**src/rtl/uart_tx_queue_if.sv**
```systemverilog
`default_nettype none
// +--------------------------------------------------------------------+
// | uart_tx_queue_if : byte-write handshake and serial status bundle  |
// | Rev 1.0                                                           |
// +--------------------------------------------------------------------+
interface uart_tx_queue_if;
    logic       dataWriteEnable;
    logic [7:0] dataWrite;
    logic       dataWriteAck;
    logic       txFull;
    logic [2:0] txCount;
    logic       txBusy;
    logic       tx;

    modport master (
        output dataWriteEnable, dataWrite,
        input  dataWriteAck, txFull, txCount, txBusy, tx
    );

    modport slave (
        input  dataWriteEnable, dataWrite,
        output dataWriteAck, txFull, txCount, txBusy, tx
    );
endinterface
`default_nettype wire

```
**src/rtl/uart_tx_queue.sv**
```systemverilog
`default_nettype none
// +--------------------------------------------------------------------+
// | uart_tx_queue : 4-entry byte queue feeding an 8N1 UART serializer |
// | Rev 1.0                                                           |
// +--------------------------------------------------------------------+
module uart_tx_queue #(
    parameter int CLKS_PER_BIT = 16
) (
    input  logic            clk,
    input  logic            reset,
    uart_tx_queue_if.slave  bus
);

    localparam logic [15:0] C_BIT_LAST = 16'(CLKS_PER_BIT - 1);
    localparam logic [2:0]  C_DEPTH    = 3'd4;

    typedef enum logic [1:0] {
        S_IDLE  = 2'd0,
        S_START = 2'd1,
        S_DATA  = 2'd2,
        S_STOP  = 2'd3
    } state_t;

    state_t      state_q, state_d;
    logic [15:0] timer_q, timer_d;
    logic [2:0]  bit_idx_q, bit_idx_d;
    logic [7:0]  shift_q, shift_d;
    logic        tx_q, tx_d;
    logic [1:0]  head_q, head_d;
    logic [1:0]  tail_q, tail_d;
    logic [2:0]  count_q, count_d;
    logic        ack_q;
    logic        full_q;
    logic        busy_q;
    logic [7:0]  mem_q [4];

    logic w_accept;
    logic w_pop;
    logic w_bit_done;
    logic w_have_data;

    // Acceptance looks only at the registered count, so a pop at the same edge cannot free a slot.
    assign w_accept    = bus.dataWriteEnable && (count_q != C_DEPTH);
    assign w_bit_done  = (timer_q == C_BIT_LAST);
    assign w_have_data = (count_q != 3'd0);

    always_comb begin
        state_d   = state_q;
        timer_d   = timer_q + 16'd1;
        bit_idx_d = bit_idx_q;
        shift_d   = shift_q;
        tx_d      = tx_q;
        w_pop     = 1'b0;

        case (state_q)
            S_IDLE: begin
                tx_d    = 1'b1;
                timer_d = 16'd0;
                if (w_have_data) begin
                    w_pop   = 1'b1;
                    shift_d = mem_q[head_q];
                    tx_d    = 1'b0;
                    state_d = S_START;
                end
            end
            S_START: begin
                if (w_bit_done) begin
                    timer_d   = 16'd0;
                    tx_d      = shift_q[0];
                    shift_d   = {1'b0, shift_q[7:1]};
                    bit_idx_d = 3'd0;
                    state_d   = S_DATA;
                end
            end
            S_DATA: begin
                if (w_bit_done) begin
                    timer_d = 16'd0;
                    if (bit_idx_q == 3'd7) begin
                        tx_d    = 1'b1;
                        state_d = S_STOP;
                    end else begin
                        tx_d      = shift_q[0];
                        shift_d   = {1'b0, shift_q[7:1]};
                        bit_idx_d = bit_idx_q + 3'd1;
                    end
                end
            end
            S_STOP: begin
                if (w_bit_done) begin
                    timer_d = 16'd0;
                    // Chain straight into the next start bit so frames stay contiguous.
                    if (w_have_data) begin
                        w_pop   = 1'b1;
                        shift_d = mem_q[head_q];
                        tx_d    = 1'b0;
                        state_d = S_START;
                    end else begin
                        tx_d    = 1'b1;
                        state_d = S_IDLE;
                    end
                end
            end
            default: begin
                tx_d    = 1'b1;
                timer_d = 16'd0;
                state_d = S_IDLE;
            end
        endcase
    end

    always_comb begin
        head_d  = head_q + {1'b0, w_pop};
        tail_d  = tail_q + {1'b0, w_accept};
        count_d = count_q + {2'b00, w_accept} - {2'b00, w_pop};
    end

    always_ff @(posedge clk or posedge reset) begin
        if (reset) begin
            state_q   <= S_IDLE;
            timer_q   <= 16'd0;
            bit_idx_q <= 3'd0;
            shift_q   <= 8'd0;
            tx_q      <= 1'b1;
            head_q    <= 2'd0;
            tail_q    <= 2'd0;
            count_q   <= 3'd0;
            ack_q     <= 1'b0;
            full_q    <= 1'b0;
            busy_q    <= 1'b0;
        end else begin
            state_q   <= state_d;
            timer_q   <= timer_d;
            bit_idx_q <= bit_idx_d;
            shift_q   <= shift_d;
            tx_q      <= tx_d;
            head_q    <= head_d;
            tail_q    <= tail_d;
            count_q   <= count_d;
            ack_q     <= w_accept;
            full_q    <= (count_d == C_DEPTH);
            busy_q    <= (state_d != S_IDLE);
        end
    end

    // Storage needs no reset; the pointers define what is valid.
    always_ff @(posedge clk) begin
        if (w_accept && !reset) begin
            mem_q[tail_q] <= bus.dataWrite;
        end
    end

    assign bus.dataWriteAck = ack_q;
    assign bus.txFull       = full_q;
    assign bus.txCount      = count_q;
    assign bus.txBusy       = busy_q;
    assign bus.tx           = tx_q;

endmodule
`default_nettype wire
```
**src/flat_wrapper.sv**
```systemverilog
// flat-port wrapper written by rule: the top's interface ports become plain ports
module uart_tx_queue_flat 
#(
    parameter int CLKS_PER_BIT = 16
)
  (clk, reset, bus_dataWriteEnable, bus_dataWrite, bus_dataWriteAck, bus_txFull, bus_txCount, bus_txBusy, bus_tx);
  uart_tx_queue_if bus_i ();
  input  logic clk;
  input  logic reset;
  input wire logic [$bits(bus_i.dataWriteEnable)-1:0] bus_dataWriteEnable;
  input wire logic [$bits(bus_i.dataWrite)-1:0] bus_dataWrite;
  output wire logic [$bits(bus_i.dataWriteAck)-1:0] bus_dataWriteAck;
  output wire logic [$bits(bus_i.txFull)-1:0] bus_txFull;
  output wire logic [$bits(bus_i.txCount)-1:0] bus_txCount;
  output wire logic [$bits(bus_i.txBusy)-1:0] bus_txBusy;
  output wire logic [$bits(bus_i.tx)-1:0] bus_tx;
  assign bus_i.dataWriteEnable = bus_dataWriteEnable;
  assign bus_i.dataWrite = bus_dataWrite;
  assign bus_dataWriteAck = bus_i.dataWriteAck;
  assign bus_txFull = bus_i.txFull;
  assign bus_txCount = bus_i.txCount;
  assign bus_txBusy = bus_i.txBusy;
  assign bus_tx = bus_i.tx;
  uart_tx_queue #(.CLKS_PER_BIT(CLKS_PER_BIT)) u_core (.clk(clk), .reset(reset), .bus(bus_i));
endmodule
```
**config.mk**
```make
export PLATFORM = sky130hd
export DESIGN_NAME = uart_tx_queue_flat
export DESIGN_NICKNAME = d
export VERILOG_FILES = /design/src/rtl/uart_tx_queue_if.sv /design/src/rtl/uart_tx_queue.sv /design/src/flat_wrapper.sv
export SDC_FILE = /design/constraint.sdc
export NUM_CORES = 1
export LEC_CHECK = 0
export ABC_AREA = 1
export CAP_MARGIN = 20
export CORE_AREA = 5 5 99 101
export CTS_CLUSTER_SIZE = 25
export DETAILED_ROUTE_END_ITERATION = 10
export DIE_AREA = 0 0 104 106
export DONT_BUFFER_PORTS = 1
export SLEW_MARGIN = 20
export SYNTH_ARGS = -nofsm -noshare
export SYNTH_HDL_FRONTEND = slang
export SYNTH_SLANG_ARGS = --single-unit
```
**constraint.sdc**
```tcl
create_clock -name clk -period 3.3 [get_ports clk]
set_clock_uncertainty 0.1 [all_clocks]
set_input_delay 0.825 -clock clk [delete_from_list [all_inputs] [get_ports clk]]
set_output_delay 0.825 -clock clk [all_outputs]
set_load 0.01 [all_outputs]
```
==> summary.md <==
| Metric | Value |
|---|---|
| Drt initial violations | 61 |
| Slew Limit Fails | 0 |
| Largest family of logic cells by synthesized area | simple AND/OR/NAND/NOR gates |
| Die Y | 106 microns |
| CP Max Fanout | 5 |
| Worst EP required | 3.42 ns |
| Syn_nets | 360 |
| Layout area overhead | 11.4% |
| Slowest-stage cell, CP | dfrtp_1 |
| Mapped Area | 3420 sq um |
| LEAKAGE | 1.62 nW |
| Sequential share of the synthesized area | 57.3% |
| Dpl cells | 450 |
| Max Fclk | 0.370 GHz |
| First-pass DRT Iterations | 4 |
| ANT cells | 0 |
| CTS Buffer Depth | 2 |
| Post-synth top area share | 28.5% |
| Layout Nets | 372 |
| Worst setup SP type | register |
| Clk Tree Root Cell | clkbuf_8 |
| Post-CTS setup buffers | 0 |
| DR WL/cell | 12.9 microns |
| Worst slack, placed | 0.601 ns |
| Hold Vio Cnt, Final | 0 |
| Power, Total | 2.14 mW |
| PnR worst setup slack | 0.597 ns |
| Outcome | completed |
| Post-synthesis cell count | 338 |
| Clock-pin slew on the worst setup and hold paths | 0.09 ns |
| Crit path DAT | 2.82 ns |
| EDFF count, synth | 32 |
| Main area contributors after synthesis | dfrtp_1 29%, edfxtp_1 28%, nand2_1 8.0% |
| Synth warn | 0 |
| Finished Layout Cells | 466 |
| Post-DRT Antenna Nets | 0 |
| Clk sinks | 72 |
| Core area | 8930 sq um |
| Die area | 11000 sq um |
| Final setup viols | 0 |
| HPWL Detailed | 4310 microns |
| Max Cap Viol | 0 |
| Initial antenna violation count | 0 |
| Proportion of layout cells with a drive suffix above 1 | 14.4% |
| Share of flip-flops with an asynchronous set or reset | 55.6% |
| WL final | 6030 microns |
| Power Density | 561 nW/um^2 |
| Hold buffer count at CTS | 0 |
| Inserted Clock Buffers | 9 |
| Setup_tns | 0 ns |
| Clock H-tree levels | 3 |
| DRC Markers | 0 |
| Vias in the first global route | 2219 |
| Worst-path cell chain | ha_1, nand3_4, nor2_4, nand3_1, nand2_1, nand2_2, or2_1, nand2_1, ha_1, inv_1, fa_1, xor2_1, xor2_1, inv_1 |
| Routability cong. | 0.823 |
| Final Cycle Share | 81.9% |
| Largest net degree at the start of global routing | 41 |
| Synth Area in Adders | 4.24% |
| Via density | 4.89 |
| First-pass GRT wire length | 10700 microns |
| Post-synthesis compound-gate area fraction | 9.03% |
| Unrepaired setup endpoints after global routing | no |
| Actual slew at the worst max-slew pin | 0.513 ns |
| Die X | 104 microns |
| Final min period | 2.70 ns |
| Ys flop type | dfrtp_1 |
| Post-synth top area cell | dfrtp_1 |
| WHS | 0.370 ns |
| CTS tree | yes |
| #FFs+latches synth | 72 |
| Peak VDD IR | 0.336 mV |
| Num rows | 35 |
| Port buffer count | 0 |
| Remaining Overflow, GRT | 0 |
| Post-synth top cells | 73 x nand2_1, 41 x nor2_1, 39 x dfrtp_1, 32 x edfxtp_1, 27 x inv_1 |
| Routed vias | 2278 |
| Clock Latency Late Sink | 0.34 ns |
| Boundary pin count | 18 |
| Max transition margin | 65.6% |
| Post-Synth Simple-Gate Area | 21.2% |
| Syn Area/Cell | 10.1 sq um |
| Multiplexer area fraction after synthesis | 0% |
| Gr usage total | 11.8% |
| Initial Utilization | 38.3% |
| Worst hold path class | register to register |
| Crit end category | register |
| Distinct cells, synth | 36 |
| Post-synthesis xor/xnor area fraction | 3.33% |
| Max incr delay on CP | 0.38 ns |
| Crit Path Category | register to register |
| Most frequent cell after synthesis | nand2_1 |
| Post-CTS resize count | 0 |
==> metrics by stage <==
stage,utilization (%),area [sq um]
3_5_place_dp,40.0,3570
3_3_place_gp,40.0,3570
2_1_floorplan,-,3420
6_report,42.7,3810
5_1_grt,42.7,3810
4_1_cts,42.7,3810
==> worst max-delay path, delay by kind of cell (launching register included) <==
family	cells	cell delay, ns
simple gates	7	0.85
fa+ha+maj	3	0.73
xor+xnor	2	0.39
buf+inv	2	0.12
flops	1	0.38
==> cell type report <==
cell class              count  area, sq um
multi-input cells         229         1290
clock buffers               9          124
inverters                  30          113
clock inverters             7          120
well taps                 111          139
fillers                   855         5120
flip-flops and latches     72         1960
repair buffers              8         60.1
==> cells in the final DEF, fill, tap and decap left out, types with 5 or more instances in the layout <==
cell type and n:
edfxtp_1 32, nand2_1 73, xor2_1 10, buf_4 8
a21oi_1 5, o21ai_2 8, clkbuf_8 9, nand3_1 9
nand4_1 6, inv_1 27, nor3_1 11, o211ai_1 8
dfrtp_1 39, nor2_1 41, o21ai_0 20, ha_1 10
==> power by group <==
group / total (mW) / internal, mW / switching (mW)
clock: 0.843 / 0.503 / 0.340
sequential: 1.09 / 1.03 / 0.0639
combinational: 0.206 / 0.0745 / 0.132
total: 2.14 / 1.61 / 0.535
==> registers in the layout (all words and copies together) (netlist names) <==
| name | count |
|---|---|
| u_core.bus.txCount | 3 |
| u_core.tail_q | 2 |
| u_core.bus.tx | 1 |
| u_core.head_q | 2 |
| u_core.bit_idx_q | 3 |
| u_core.timer_q | 16 |
| u_core.mem_q | 32 |
| u_core.shift_q | 8 |
| u_core.state_q | 2 |
| u_core.bus.txFull | 1 |
| u_core.bus.txBusy | 1 |
| u_core.bus.dataWriteAck | 1 |
==> kinds of logic after synthesis <==
family                   count (synthesis)
AND/OR/NAND/NOR                        157
flip-flops                              72
AO/OA/AOI/OAI                           48
buffers and inverters                   37
XOR/XNOR                                13
adder cells (fa/ha/maj)                 11
==> path summary, 6_finish.rpt <==
path                                    endpoint  cells past startpoint  slack, ns              start
max                        u_core.bus.txCount[2]                     14       0.60  u_core.timer_q[0]
min                            u_core.timer_q[0]                      1       0.37  u_core.timer_q[0]
max reg2reg                u_core.bus.txCount[2]                     14       0.60  u_core.timer_q[0]
min reg2reg                    u_core.timer_q[0]                      1       0.37  u_core.timer_q[0]
max in group asynchronous          u_core.bus.tx                      2       2.30              reset
min in group asynchronous      u_core.timer_q[0]                      2       0.44              reset
==> metal layers <==
metal	part of all wire (%)	global-route usage, %	up-vias
met1	45	14.4	1094
li1	-	-	1146
met5	0	0	-
met3	3.3	3.46	9
met2	51	20.4	29
met4	1.3	3.61	0
No activity file was read; power rests on OpenSTA's default activity.
